[src/rtl/micro_hash_miner.sv]
// micro_hash_miner
// Nonce-search engine. Hashes a 12-byte header plus a 4-byte nonce with a
// 24-bit micro-hash, one round per clock. It compares the hash against an
// 8-bit target and steps the nonce until it finds a hit or runs out of tries.
//
// Ports
//   clk            in   1   system clock, rising edge
//   reset          in   1   asynchronous, active-low reset
//   selector       in   1   search enable (level): raise to start, drop to abort
//   data_entry_12  in  96   header bytes B0..B11, B0 = [95:88]
//   data_nonce     in  32   start nonce N0..N3, N0 = [31:24]
//   data_target    in   8   difficulty target
//   data_out_cond  out 24   last hash {H0,H1,H2}
//   nonce_out      out 32   nonce that produced data_out_cond
//   hash_valid     out  1   one-cycle pulse when data_out_cond/nonce_out update
//   found          out  1   high in DONE when the search hit the target
//   done           out  1   high in DONE
//   state_dbg      out  3   current FSM state (IDLE=0 LOAD=1 ROUND=2 CHECK=3 DONE=4)
//
// Handshake: selector is a level-sensitive request with no ready. The inputs
// are sampled only on the IDLE edge that sees selector=1. Dropping selector
// before DONE aborts without a result. hash_valid is an unqualified one-cycle
// strobe: the consumer must take data_out_cond/nonce_out in that cycle and
// cannot stall the engine.
module micro_hash_miner #(
  parameter int ROUNDS    = 32,
  parameter int MAX_TRIES = 16
) (
  input  logic        clk,
  input  logic        reset,
  input  logic        selector,
  input  logic [95:0] data_entry_12,
  input  logic [31:0] data_nonce,
  input  logic [7:0]  data_target,
  output logic [23:0] data_out_cond,
  output logic [31:0] nonce_out,
  output logic        hash_valid,
  output logic        found,
  output logic        done,
  output logic [2:0]  state_dbg
);

  localparam int TRY_W = 17;

  typedef enum logic [2:0] {
    S_IDLE  = 3'd0,
    S_LOAD  = 3'd1,
    S_ROUND = 3'd2,
    S_CHECK = 3'd3,
    S_DONE  = 3'd4
  } state_e;

  state_e              state_q, state_d;
  logic [95:0]         hdr_q, hdr_d;
  logic [7:0]          target_q, target_d;
  logic [31:0]         nonce_q, nonce_d;
  logic [TRY_W-1:0]    tries_q, tries_d;
  logic [15:0][7:0]    win_q, win_d;
  logic [7:0]          a_q, a_d, b_q, b_d, c_q, c_d;
  logic [4:0]          rnd_q, rnd_d;
  logic [23:0]         data_out_cond_q, data_out_cond_d;
  logic [31:0]         nonce_out_q, nonce_out_d;
  logic                hash_valid_q, hash_valid_d;
  logic                found_q, found_d;
  logic                done_q, done_d;

  // Round datapath and hash finalisation
  logic [127:0]        hn;
  logic [7:0]          k_cur, x_cur, w_next;
  logic [7:0]          h0, h1, h2;
  logic                hit;
  logic [TRY_W-1:0]    tries_inc;

  assign hn = {hdr_q, nonce_q};

  always_comb begin
    // The first 17 rounds (i = 0..16) use the XOR mixer, the rest use OR.
    if (rnd_q <= 5'd16) begin
      k_cur = 8'h99;
      x_cur = a_q ^ b_q;
    end else begin
      k_cur = 8'hA1;
      x_cur = a_q | b_q;
    end
    // win_q[j] holds W[i+j] during round i. The word shifted in now is
    // W[i+16] = W[i+13] | (W[i+7] ^ W[i+2]). Words past W[31] are generated
    // but never consumed.
    w_next    = win_q[13] | (win_q[7] ^ win_q[2]);
    h0        = 8'h01 + a_q;
    h1        = 8'h89 + b_q;
    h2        = 8'hFE + c_q;
    hit       = (h0 < target_q) && (h1 < target_q);
    tries_inc = tries_q + 1'b1;
  end

  always_comb begin
    state_d         = state_q;
    hdr_d           = hdr_q;
    target_d        = target_q;
    nonce_d         = nonce_q;
    tries_d         = tries_q;
    win_d           = win_q;
    a_d             = a_q;
    b_d             = b_q;
    c_d             = c_q;
    rnd_d           = rnd_q;
    data_out_cond_d = data_out_cond_q;
    nonce_out_d     = nonce_out_q;
    hash_valid_d    = 1'b0;
    found_d         = found_q;
    done_d          = done_q;

    case (state_q)
      S_IDLE: begin
        if (selector) begin
          hdr_d    = data_entry_12;
          target_d = data_target;
          nonce_d  = data_nonce;
          tries_d  = '0;
          state_d  = S_LOAD;
        end
      end

      S_LOAD: begin
        if (!selector) begin
          state_d = S_IDLE;
        end else begin
          for (int j = 0; j < 16; j++) begin
            win_d[j] = hn[127-8*j -: 8];
          end
          a_d     = 8'h01;
          b_d     = 8'h89;
          c_d     = 8'hFE;
          rnd_d   = 5'd0;
          state_d = S_ROUND;
        end
      end

      S_ROUND: begin
        if (!selector) begin
          state_d = S_IDLE;
        end else begin
          a_d           = b_q ^ c_q;
          b_d           = {c_q[3:0], 4'h0};
          c_d           = x_cur + k_cur + win_q[0];
          win_d[14:0]   = win_q[15:1];
          win_d[15]     = w_next;
          if (rnd_q == 5'(ROUNDS - 1)) begin
            state_d = S_CHECK;
          end else begin
            rnd_d = rnd_q + 5'd1;
          end
        end
      end

      S_CHECK: begin
        // An abort on this edge wins over publishing the result.
        if (!selector) begin
          state_d = S_IDLE;
        end else begin
          data_out_cond_d = {h0, h1, h2};
          nonce_out_d     = nonce_q;
          hash_valid_d    = 1'b1;
          if (hit) begin
            found_d = 1'b1;
            done_d  = 1'b1;
            state_d = S_DONE;
          end else begin
            tries_d = tries_inc;
            if (tries_inc == TRY_W'(MAX_TRIES)) begin
              done_d  = 1'b1;
              state_d = S_DONE;
            end else begin
              nonce_d = nonce_q + 32'd1;
              state_d = S_LOAD;
            end
          end
        end
      end

      S_DONE: begin
        if (!selector) begin
          found_d = 1'b0;
          done_d  = 1'b0;
          state_d = S_IDLE;
        end
      end

      default: state_d = S_IDLE;
    endcase
  end

  always_ff @(posedge clk or negedge reset) begin
    if (!reset) begin
      state_q         <= S_IDLE;
      hdr_q           <= '0;
      target_q        <= '0;
      nonce_q         <= '0;
      tries_q         <= '0;
      win_q           <= '0;
      a_q             <= '0;
      b_q             <= '0;
      c_q             <= '0;
      rnd_q           <= '0;
      data_out_cond_q <= '0;
      nonce_out_q     <= '0;
      hash_valid_q    <= 1'b0;
      found_q         <= 1'b0;
      done_q          <= 1'b0;
    end else begin
      state_q         <= state_d;
      hdr_q           <= hdr_d;
      target_q        <= target_d;
      nonce_q         <= nonce_d;
      tries_q         <= tries_d;
      win_q           <= win_d;
      a_q             <= a_d;
      b_q             <= b_d;
      c_q             <= c_d;
      rnd_q           <= rnd_d;
      data_out_cond_q <= data_out_cond_d;
      nonce_out_q     <= nonce_out_d;
      hash_valid_q    <= hash_valid_d;
      found_q         <= found_d;
      done_q          <= done_d;
    end
  end

  assign data_out_cond = data_out_cond_q;
  assign nonce_out     = nonce_out_q;
  assign hash_valid    = hash_valid_q;
  assign found         = found_q;
  assign done          = done_q;
  assign state_dbg     = state_q;

endmodule

[config.mk]
export PLATFORM = sky130hd
export DESIGN_NAME = micro_hash_miner
export DESIGN_NICKNAME = d
export VERILOG_FILES = /design/src/rtl/micro_hash_miner.sv
export SDC_FILE = /design/constraint.sdc
export NUM_CORES = 1
export LEC_CHECK = 0
export ABC_AREA = 1
export BUFFER_PORTS_ARGS = -buffer_cell sky130_fd_sc_hd__buf_2
export CORE_MARGIN = 8
export CORE_UTILIZATION = 53
export CTS_CLUSTER_SIZE = 16
export DETAILED_ROUTE_END_ITERATION = 10
export PLACE_DENSITY = 0.78
export SKIP_CTS_REPAIR_TIMING = 1
export SYNTH_ARGS = -nofsm -noshare
export SYNTH_HDL_FRONTEND = slang
export SYNTH_SLANG_ARGS = --single-unit
[constraint.sdc]
create_clock -name clk -period 2.9 [get_ports clk]
set_input_delay 0.87 -clock clk [delete_from_list [all_inputs] [get_ports clk]]
set_output_delay 0.87 -clock clk [all_outputs]
set_load 0.05 [all_outputs]
; ---- Word level (Yosys, flattened, before mapping)
; Index checks and enable logic that the tools add are counted.
[word_totals]
inputBits = 139
register_bits = 372
[op_classes]
muxes = 46
n_eq_ne = 17
n_lt_le_gt_ge = 3
bitwise = 5
n_reduce_logical = 14
addsub = 8
[ops]
columns = operator, count
row1 = 128-bit 2-to-1 mux, 2
row2 = 128-bit one-hot mux with 2 select lines, 1
row3 = 32-bit 2-to-1 mux, 4
row4 = 32-bit one-hot mux with 2 select lines, 1
row5 = 8-bit 2-to-1 mux, 7
row6 = 17-bit 2-to-1 mux, 3
row7 = 8-bit one-hot mux with 2 select lines, 3
row8 = 17-bit one-hot mux with 2 select lines, 1
row9 = 32-bit by 1-bit adder with 32-bit output (second input constant), 1
row10 = 8-bit XOR, 3
row11 = 3-bit 2-to-1 mux, 7
row12 = 2-bit != test (second input constant), 9
row13 = 17-bit by 1-bit adder with 17-bit output (second input constant), 1
row14 = 17-bit by 5-bit equality test with 1-bit output (second input constant), 1
row15 = 8-bit adder, 2
row16 = 8-bit adder (first input constant), 2
row17 = 8-bit less-than comparator, 2
row18 = 8-bit bitwise OR, 2
row19 = 4-bit AND reduction, 4
row20 = 5-bit 2-to-1 mux, 3
row21 = 3-bit one-hot mux with 5 select lines, 1
row22 = 5-bit one-hot mux with 2 select lines, 1
row23 = 1-bit by 8-bit adder with 8-bit output (first input constant), 1
row24 = 1-bit 2-to-1 mux, 8
row25 = 16 further kinds, 23

; ---- Logic depth before layout (Yosys ltp)
; Gate-level depths: netlist of run 1.
[depth]
ltp_word = 6
mapped_depth = 19
depth_no_buf = 19

; ---- Worst setup path after synthesis of run 1
; No wires, ideal clock.
[synth_timing]
kind = reg-to-reg
from = register rnd_q[0]
to = register c_q[7]
arrival_time_ps = 2695
synth_period_minus_slack_ps = 2814
path_slack_ps = 86
path_stages_with_launch = 19
n_path_buf = 0
setup_time_ps = 119
path_cell_list = dfrtp_1 -> inv_1 -> ha_1 -> nand3_1 -> nand2_1 -> inv_1 -> nand2_1 -> o21ai_0 -> fa_1 -> inv_1 -> ha_1 -> a21oi_1 -> nand2_1 -> nand2_1 -> nand2_1 -> a21oi_1 -> xnor2_1 -> o22ai_1 -> inv_1
[synth_between]
elab_chain_cells = 6
elab_cells_between_ends = 7
[synth_lines]
columns = element, line_no
row1 = start: declaration, 60  ; logic [4:0] rnd_q, rnd_d;
row2 = start signal: assignment, 220  ; rnd_q <= rnd_d;
row3 = 5-bit less-or-equal comparator *, 78  ; if (rnd_q <= 5'd16) begin
row4 = 8-bit 2-to-1 mux or 6-bit 2-to-1 mux (tied branches), 78
row5 = 8-bit adder * (2 in series), 145  ; c_d = x_cur + k_cur + win_q[0];
row6 = 8-bit 2-to-1 mux *, 140  ; if (!selector) begin
row7 = 8-bit one-hot mux with 2 select lines *, 113  ; case (state_q)
row8 = end signal: assignment, 203  ; c_q <= '0;
row9 = end signal: assignment, 219  ; c_q <= c_d;
row10 = end: declaration, 59  ; logic [7:0] a_q, a_d, b_q, b_d, c_q, c_d;
; Every way passes the cells marked *; elsewhere a longest branch is shown, timed or not. The select of a mux whose other input is x is not followed.
; A chain may end at the register's enable or synchronous reset.

; ---- Worst setup path after layout of run 1
[layout_timing]
from = register a_q[1]
to = register nonce_q[13]
[layout_between]
elab_chain_cells = 5
[layout_lines]
columns = element, line_no
row1 = start: declaration, 59
row2 = start signal: assignment, 201  ; a_q <= '0;
row3 = start signal: assignment, 217  ; a_q <= a_d;
row4 = 1-bit by 8-bit adder with 8-bit output, 89  ; h0 = 8'h01 + a_q;
row5 = net h0[7], 70  ; logic [7:0] h0, h1, h2;
row6 = 8-bit less-than comparator, 92  ; hit = (h0 < target_q) && (h1 < target_q);
row7 = 1-bit logical AND, 92
row8 = 2-bit != test (no source line), n/a
row9 = 5-bit AND reduction (no source line), n/a
row10 = end signal: assignment, 214  ; nonce_q <= nonce_d;
row11 = end: declaration, 56  ; logic [31:0] nonce_q, nonce_d;
; The timed path passes the listed nets, and every way through them passes these cells.

==> results of run 1 <==
cells by family (layout without fill, tap and decap cells):
logic type,after synthesis,in the layout
multiplexers,97,97
flip-flops,365,365
AND/OR/NAND/NOR,853,853
XOR/XNOR,39,39
adder cells (fa/ha/maj),41,41
other,1,1
AO/OA/AOI/OAI,368,368
buffers and inverters,315,536
per-layer routing:
metal / vias up / track usage (%) / wire (um)
li1: 7230 / - / -
met1: 7138 / 33.26 / 21290
met2: 465 / 35.89 / 21120
met3: 81 / 3.638 / 3147
met4: 0 / 6.757 / 1103
met5: - / 0 / 0
synth_stat cells (all sizes together):
library cell  count  area share, %
o21a              2          0.084
nand3            59            1.7
a22oi             2          0.084
fa                4           0.45
o22ai            12           0.42
dfrtp           365             51
o21bai            1          0.042
a21oi            20           0.56
a21boi            1          0.063
inv             211            4.4
mux2             97            6.1
o211ai           74            3.1
xnor2            15           0.73
buf              51            1.5
and2              2          0.070
nand3b            1          0.042
clkbuf           53            1.1
a32oi             1          0.049
nor2            121            2.7
a21o              1          0.042
nand2           607             13
nand4            45            1.6
nor3             17           0.47
conb              1          0.021
ha               37            2.6
o21ai           217            6.0
or2               1          0.035
xor2             24            1.2
a31oi            37            1.3
per-stage QoR:
step / utilization [%] / area [um^2] / hold slack, ns
after floorplan: - / 17960 / 0.4396
after global placement: 58.82 / 19670 / 0.4533
after detailed placement: 58.82 / 19670 / 0.4561
after CTS: 62.78 / 21000 / 0.2392
after global routing: 63.07 / 21100 / 0.2525
final: 63.07 / 21100 / 0.2470
layout by cell type, fill, tap and decap left out, drive strengths merged, types with 12 or more instances in the layout:
cell / netlist / routed
a21oi: 20 / 20
a31oi: 37 / 37
buf: 51 / 254
clkbuf: 53 / 58
dfrtp: 365 / 365
ha: 37 / 37
inv: 211 / 211
mux2: 97 / 97
nand2: 607 / 607
nand3: 59 / 59
nand4: 45 / 45
nor2: 121 / 121
nor3: 17 / 17
o211ai: 74 / 74
o21ai: 217 / 217
o22ai: 12 / 12
xnor2: 15 / 15
xor2: 24 / 24
sequential cells by signal (all words and copies together) (netlist names):
signal         flops
target_q           8
rnd_q              5
c_q                8
data_out_cond     22
tries_q           17
win_q            128
found              1
a_q                8
b_q                3
done               1
nonce_out         32
nonce_q           32
hdr_q             96
state_dbg          3
hash_valid         1
final cells by class:
class | instances | area share (%)
Clock buffer | 58 | 5.540
Clock inverter | 13 | 0.7414
Inverter | 211 | 3.802
Multi-Input combinational cell | 1399 | 36.21
Sequential cell | 365 | 43.30
Tap cell | 448 | 2.657
Timing Repair Buffer | 254 | 7.752
power by group:
group / leakage [nW] / total (mW) / switching [mW] / internal (mW)
registers: 4.45 / 9.06 / 1.60 / 7.46
clock network: 0.643 / 5.05 / 2.06 / 2.99
logic: 4.98 / 11.2 / 7.11 / 4.08
total: 10.1 / 25.3 / 10.8 / 14.5
worst min path at each step:
stage	startpoint	end	slack, ns	depth (start not counted)
finish	reset	win_q[35]$_DFFE_PN0P_	0.25	1
global route	reset	win_q[42]$_DFFE_PN0P_	0.25	1
CTS	reset	hdr_q[78]$_DFFE_PN0P_	0.24	1
detailed placement	nonce_out[10]$_DFFE_PN0P_	nonce_out[10]$_DFFE_PN0P_	0.46	2
global placement	nonce_out[10]$_DFFE_PN0P_	nonce_out[10]$_DFFE_PN0P_	0.45	2
floorplan	c_q[1]$_DFFE_PN0P_	data_out_cond[1]$_DFFE_PN0P_	0.44	1
==> run metrics, run 1 <==
outcome completed; Num CTS Buffers 40; H-tree depth 2; Critical Path RT 3.33 ns; Top delay family on crit path simple AND/OR/NAND/NOR gates; Synth Warn # 0; count of state elements after synthesis 365; crit-path most repeated cell nand2_1; Port Buf Inserts 199; Slew @ Worst Pin 0.6082 ns; Residual DRC 0; Layout fillers around 2800; slowest CP cell dfrtp_1; diodes inserted 0; Post-Place Cells 2673; non-filler cells, final 2748; # clock sinks approximately 370; Initial Util 53.69%; post-synthesis adder-cell area fraction 3.024%; synthesized area per cell 8.637 um^2; gr ovfl total 0; Critical Path, Cell by Cell inv_1 -> nor3_4 -> nand3_2 -> nor2_1 -> nand2_1 -> xor2_1 -> inv_1 -> ha_1 -> nand2_1 -> nor2_1 -> nand2_1 -> nand2_1 -> nor2_4 -> a21boi_4 -> nand3_2 -> buf_12 -> nand2_1 -> nand2_1; core area between 30000 and 40000 um^2; setup TNS 0 ns; Sequential Area just over 9000 um^2; Peak Freq approximately 370 MHz; first-pass GRT wire length 74510 um; Synth Area in XOR/XNOR 1.902%; Hold Fails Final Rpt 0; 1st-iter DRT viols 1096; post-DR wirelength/cell around 17 um; largest net degree at the start of global routing 73; final worst-path cycle share 94.05%; Final WS setup 0.1725 ns; clock tree from TritonCTS yes; P per Cell Area about 1200 nW/um^2; Final Max Slew Viols 0; Die Ht 200.1 um; Max IR drop VDD ~0.69 mV; Layout Skew between 0.02 and 0.03 ns; GP Congestion between 0.9 and 1; critical path launch point a_q[1]$_DFFE_PN0P_; Worst R2R Path Depth 18; Syn Inst Count ~2100; R2R Setup Slk 0.17 ns; Setup crit end nonce_q[13]$_DFFE_PN0P_; Clock transition at path regs 0.06 ns; critical path peak fanout 32; Post-DP HPWL 34140 um; vias per cell about 5.4; Final setup viols 0; vias in the first global route roughly 15000; WL final 46660 um; synthesis-to-finish area growth 17.47%; Max transition margin 59.36%; mux cell area share after synthesis 6.083%; leak pwr 10.07 nW; synthesized area 17960 um^2; CTS Root Cell clkbuf_16; post-layout min period ~2.7 ns; WP depth 18; crit start category register; Net Count, Synth 2259; die area around 40000 um^2; main combinational cell family by area after synthesis simple AND/OR/NAND/NOR gates; worst min path class primary input to async pin; I/O pin count 201; Pwr Total roughly 25 mW; CP peak stage delay 0.35 ns; Horiz. Die Dim 200.1 um; # nets final 2451; DRT Pass-1 Iters 6; Skew-Pair Late Insertion Delay 0.55 ns; Multi-input gate area 7639 um^2; ratio of cells with drive above 1 in the final layout roughly 19%; Simple-Gate Fraction of Synth Area 19.34%; CP bufs+invs 3; Core Rows 67; Critical Path Sink Type register; Max-Cap Viols 0; Compound-Gate Fraction of Synth Area a little under an eighth; sequential share of the synthesized area around 50%; kind of critical path register to register; initial antenna violation count 0; post-route ant nets 0; deepest clock path buffer count 3; DR vias 14910; post-synthesis cell type count 39; pre-CTS setup slack -0.002529 ns; worst r2r src a_q[1]$_DFFE_PN0P_; all-layer global routing usage between 20 and 25%; Worst EP arrival between 3 and 4 ns; r2r endpoint nonce_q[13]$_DFFE_PN0P_
Power figures use the tool's default switching activity.
==> run 2: changes to the inputs <==
- PLACE_DENSITY: 0.78 -> 0.85
==> run 2 against run 1 <==
  * Via count increased by 1.5%
  * Die area unchanged
  * Sequential share of layout area about the same
  * Fmax decreased by 0.92%
  * Sequential power increased by 0.6%
  * Clock skew decreased by 0.014 ns
  * Final cell count decreased by 0.22%
  * Utilization increased by 0.052 points
  * Global-route usage increased by 0.79 points
  * Sequential cell count unchanged
  * Critical endpoint is now c_q[6]$_DFFE_PN0P_
  * Hold slack improved by 0.066 ns
  * First-iteration DRC count increased by 22%
==> run metrics, run 2 (synthesized netlist as in run 1, its figures left out) <==
outcome completed; Horiz. Die Dim 200.1 um; Peak Freq 363.3 MHz; Skew-Pair Late Insertion Delay 0.52 ns; most frequent cells in the layout nand2_1 (603), dfrtp_1 (364), o21ai_0 (206); # nets final between 2000 and 2500; DR vias 15140; # clock sinks 365; leak pwr 10.08 nW; fin area 21110 um^2; WL final 48120 um; CP peak stage delay approximately 0.56 ns; final worst-path cycle share 94.92%; post-DR wirelength/cell 17.55 um; deepest clock path buffer count 3; Final Max Slew Viols 0; Worst EP arrival 3.16 ns; Slew @ Worst Pin just over 0.6 ns; Max-Cap Viols 0; WP depth 18; switching part of the total power 42.67%; combinational group share of total power about 44%; Max IR drop VDD roughly 0.74 mV; Residual DRC 0; Critical Path RT ~3.3 ns; Most flops, register win_q; initial antenna violation count 0; I/O pin count between 200 and 250; first-pass GRT wire length 77800 um; diodes inserted 0; Layout Skew 0.01261 ns; Final setup viols 0; Hold Fails Final Rpt 0; commonest non-fill, non-tap cell in the layout nand2_1; all-layer global routing usage a little under a quarter; DP Area just under 20000 um^2; core area about 33000 um^2; worst min path class primary input to async pin; Port Buf Inserts approximately 200; gr ovfl total 0; vias per cell 5.521; CTS Root Cell clkbuf_16; post-route ant nets 0; kind of critical path register to register; post-layout min period 2.753 ns; critical path peak fanout 6; Final WS setup 0.1473 ns; Int Power 14.70 mW; Initial Util between 50% and 60%; 1st-iter DRT viols 1336; die area 40030 um^2; crit start category register; vias in the first global route roughly 15000; CP bufs+invs 3; synthesis-to-finish area growth 17.57%; Worst R2R Path Depth 18; Seq pwr share between 30% and 40%; slowest CP cell fa_1; Critical Path, Cell by Cell inv_1 -> ha_1 -> nand3_2 -> nand2_4 -> buf_6 -> nand2_1 -> o21ai_2 -> fa_1 -> ha_4 -> a21oi_2 -> nand2_1 -> a21o_1 -> nand2_2 -> a21oi_1 -> nor2_1 -> nand2_1 -> o21ai_0 -> inv_1; Max transition margin about three fifths; Clk pwr share around 20%; Post-DP HPWL approximately 35000 um; Num CTS Buffers roughly 40; clock tree from TritonCTS yes; largest registers win_q (128), hdr_q (96); P per Cell Area between 1000 and 1500 nW/um^2; crit-path most repeated cell nand2_1; ratio of cells with drive above 1 in the final layout between 10% and 20%; GP Congestion 0.9403; Critical Path Sink Type register; max FFs per register 128; Clock transition at path regs 0.06 ns; Die Ht 200.1 um; Sw Pwr about 11 mW; H-tree depth 2; Top delay family on crit path adder cells; DRT Pass-1 Iters 8; pre-CTS setup slack -0.06791 ns; Core Rows 67; largest net degree at the start of global routing 79
run 2: layout make-up:
class                      count  area [um^2]
sequential                   365         9135
tap                          448        560.5
multi-input combinational   1399         7660
inverter                     211        804.5
clock inverter                12        177.7
fill                        2714        12340
clock buffer                  58         1170
timing repair buffer         249         1605
run 2: through the flow:
step / std cells / power, mW / TNS [ns] / hold WS, ns / utilization (%)
floorplan: 2079 / 16.70 / 0 / 0.4396 / -
CTS: 2737 / 25.38 / -0.3437 / 0.3323 / 62.71
global placement: 2667 / 19.52 / 0 / 0.4551 / 58.68
finish: 2742 / 25.64 / 0 / 0.3134 / 63.12
detailed placement: 2667 / 20.06 / -0.1113 / 0.4572 / 58.68
global route: 2742 / 27.40 / -0.07902 / 0.3468 / 63.12
run 2: power by group through the flow:
stage,Clock (mW),Sequential [mW],Combinational [mW]
finish,5.22,9.11,11.3
global route,5.48,9.35,12.6
CTS,5.29,9.07,11.0
detailed placement,0,9.14,10.9
global placement,0,9.02,10.5
floorplan,0,9.91,6.79
run 2: layer usage:
metal  part of all wire [%]  routed length, um  track usage [%]
met5                      0                  0                0
met4                    2.3               1099            6.240
met3                    7.4               3573            4.258
met2                     46              22370            38.05
met1                     44              21080            33.53
run 2: final timing paths:
path                                                      end  slack (ns)                  from
worst min register to register   data_out_cond[1]$_DFFE_PN0P_        0.47    c_q[1]$_DFFE_PN0P_
worst max-delay path                       c_q[6]$_DFFE_PN0P_        0.15  rnd_q[1]$_DFFE_PN0P_
worst min-delay path            data_out_cond[14]$_DFFE_PN0P_        0.31                 reset
worst max register to register             c_q[6]$_DFFE_PN0P_        0.15  rnd_q[1]$_DFFE_PN0P_
min in group clk                 data_out_cond[1]$_DFFE_PN0P_        0.47    c_q[1]$_DFFE_PN0P_
max in group asynchronous              win_q[103]$_DFFE_PN0P_        1.87                 reset
==> run 3: changes to the inputs <==
--- a/config.mk
+++ b/config.mk
@@ -8,9 +8,10 @@
 export ABC_AREA = 1
 export BUFFER_PORTS_ARGS = -buffer_cell sky130_fd_sc_hd__buf_2
+export CORE_ASPECT_RATIO = 1.2
 export CORE_MARGIN = 8
-export CORE_UTILIZATION = 53
+export CORE_UTILIZATION = 30
 export CTS_CLUSTER_SIZE = 16
 export DETAILED_ROUTE_END_ITERATION = 10
-export PLACE_DENSITY = 0.85
+export PLACE_DENSITY = 0.57
 export SKIP_CTS_REPAIR_TIMING = 1
 export SYNTH_ARGS = -nofsm -noshare
==> constraint.sdc (replaced) <==
create_clock -name clk -period 2.9 [get_ports clk]
set_input_delay 0.87 -clock clk [delete_from_list [all_inputs] [get_ports clk]]
set_output_delay 0.87 -clock clk [all_outputs]
set_load 0.02 [all_outputs]
==> run 3 against run 2 <==
  * Hold slack worse by 0.011 ns
  * Total power decreased by 0.54%
  * Die area increased by 70%
  * Critical path type unchanged
  * Critical endpoint is now nonce_q[10]$_DFFE_PN0P_
  * Largest cell class unchanged
  * Highest routed layer unchanged
==> run metrics, run 3 (synthesized netlist as in run 1, its figures left out) <==
outcome completed; Final setup viols 0; gr ovfl total 0; final worst-path cycle share 95.07%; CTS Root Cell clkbuf_16; Skew-Pair Late Insertion Delay 0.56 ns; Initial Util between 30% and 40%; Horiz. Die Dim 239.3 um; I/O pin count 201; Core Rows just under 100; H-tree depth 2; worst min path class primary input to async pin; Num CTS Buffers 42; Worst EP arrival 3.21 ns; Most flops, register win_q; # clock sinks roughly 370; deepest clock path buffer count 3; crit start category register; largest net degree at the start of global routing 66; post-route ant nets 0; post-layout min period between 2 and 3 ns; Pwr Total 25.50 mW; Residual DRC 0; Die Ht around 280 um; Critical Path, Cell by Cell inv_2 -> nor3_2 -> nand3_1 -> nor2_1 -> nand2_1 -> xor2_1 -> inv_1 -> ha_4 -> nand2_4 -> nor2_2 -> nor3_2 -> nand2_2 -> nor2_4 -> a21boi_4 -> nand3_4 -> clkbuf_16 -> nand2_2 -> nand2_1; most frequent cells in the layout nand2_1 (592), dfrtp_1 (365), o21ai_0 (207); initial antenna violation count 1; Critical Path Sink Type register; critical path peak fanout 8; Post-DP HPWL ~38000 um; Hold Fails Final Rpt 0; Post-Place Cells 3030; Clock transition at path regs 0.06 ns; Peak Freq roughly 360 MHz; slowest CP cell dfrtp_1; non-filler cells, final 3115; GP Congestion 0.8616; all-layer global routing usage between 15 and 20%; Layout Skew approximately 0.023 ns; P per Cell Area 1168 nW/um^2; synthesis-to-finish area growth 21.56%; Max transition margin 56.50%; DR vias 14870; Critical Path RT between 3 and 4 ns; core area 59350 um^2; Port Buf Inserts 199; Max-Cap Viols 0; Slew @ Worst Pin 0.6501 ns; Final Max Slew Viols 0; pre-CTS setup slack -0.03449 ns; worst hold slack 0.3019 ns; 1st-iter DRT viols 920; DRT Pass-1 Iters 8; first-pass GRT wire length 83220 um; die area 67980 um^2; # nets final 2465; Max IR drop VDD between 0.4 and 0.5 mV; ratio of cells with drive above 1 in the final layout 20.78%; clock tree from TritonCTS yes; diodes inserted 0; CP peak stage delay 0.36 ns; post-DR wirelength/cell 16.94 um; leak pwr 10.20 nW; WL final 52760 um; max FFs per register 128; vias in the first global route 15010; kind of critical path register to register; commonest non-fill, non-tap cell in the layout nand2_1; largest registers win_q (128), hdr_q (96); Final WS setup 0.1429 ns; vias per cell 4.773
-- run 3: cell types whose count changed in the layout (fill, tap and decap cells not counted), moves of 3 or more --
cell       change
clkbuf_16      +4
nand2_1       -11
clkbuf_8       -3
buf_4         +14
clkinv_2       +5
nand2_2       +11
-- run 3: per-layer routing --
layer | global-route usage, % | wire length [um] | vias up
met5 | 0 | 0 | -
met4 | 4.322 | 1347 | 0
met3 | 2.428 | 2352 | 88
met2 | 25.65 | 25470 | 338
met1 | 19.81 | 23590 | 7208
li1 | - | - | 7235
-- run 3: per-stage QoR --
step	area, um^2	setup TNS, ns	utilization, %
floorplan	17960	0	-
global placement	20150	0	33.96
detailed placement	20150	-0.5554	33.96
CTS	21540	-0.7280	36.30
global route	21830	-1.142	36.78
finish	21830	0	36.78
-- run 3: worst paths after layout --
check | start | endpoint | slack [ns] | depth (start not counted)
setup / recovery | a_q[2]$_DFFE_PN0P_ | nonce_q[10]$_DFFE_PN0P_ | 0.14 | 18
hold / removal | reset | win_q[11]$_DFFE_PN0P_ | 0.30 | 1
setup reg to reg | a_q[2]$_DFFE_PN0P_ | nonce_q[10]$_DFFE_PN0P_ | 0.14 | 18
hold reg to reg | nonce_out[10]$_DFFE_PN0P_ | nonce_out[10]$_DFFE_PN0P_ | 0.47 | 2
max in group asynchronous | reset | tries_q[6]$_DFFE_PN0P_ | 1.83 | 2
min in group clk | nonce_out[10]$_DFFE_PN0P_ | nonce_out[10]$_DFFE_PN0P_ | 0.47 | 2
-- run 3: final cells by class --
class / count / area [um^2]
clock buffers: 56 / 1175
fillers: 6144 / 37520
inverters: 211 / 804.5
flip-flops and latches: 365 / 9134
well taps: 800 / 1001
multi-input cells: 1399 / 7726
clock inverters: 18 / 211.5
repair buffers: 266 / 1777
-- run 3: report_power, final --
part / switching [mW] / internal (mW)
clock: 2.20 / 3.21
combinational: 6.57 / 4.45
sequential: 1.61 / 7.46
-- run 3: critical path: cells and delay by family, from the launching register on --
family | cells | cell delay (ns)
and+or+nand+nor | 12 | 1.19
DFF | 1 | 0.36
adders and majority gates | 1 | 0.29
AOI/OAI and AO/OA | 1 | 0.27
xor gates and xnor gates | 1 | 0.16
buffers and inverters | 3 | 0.39
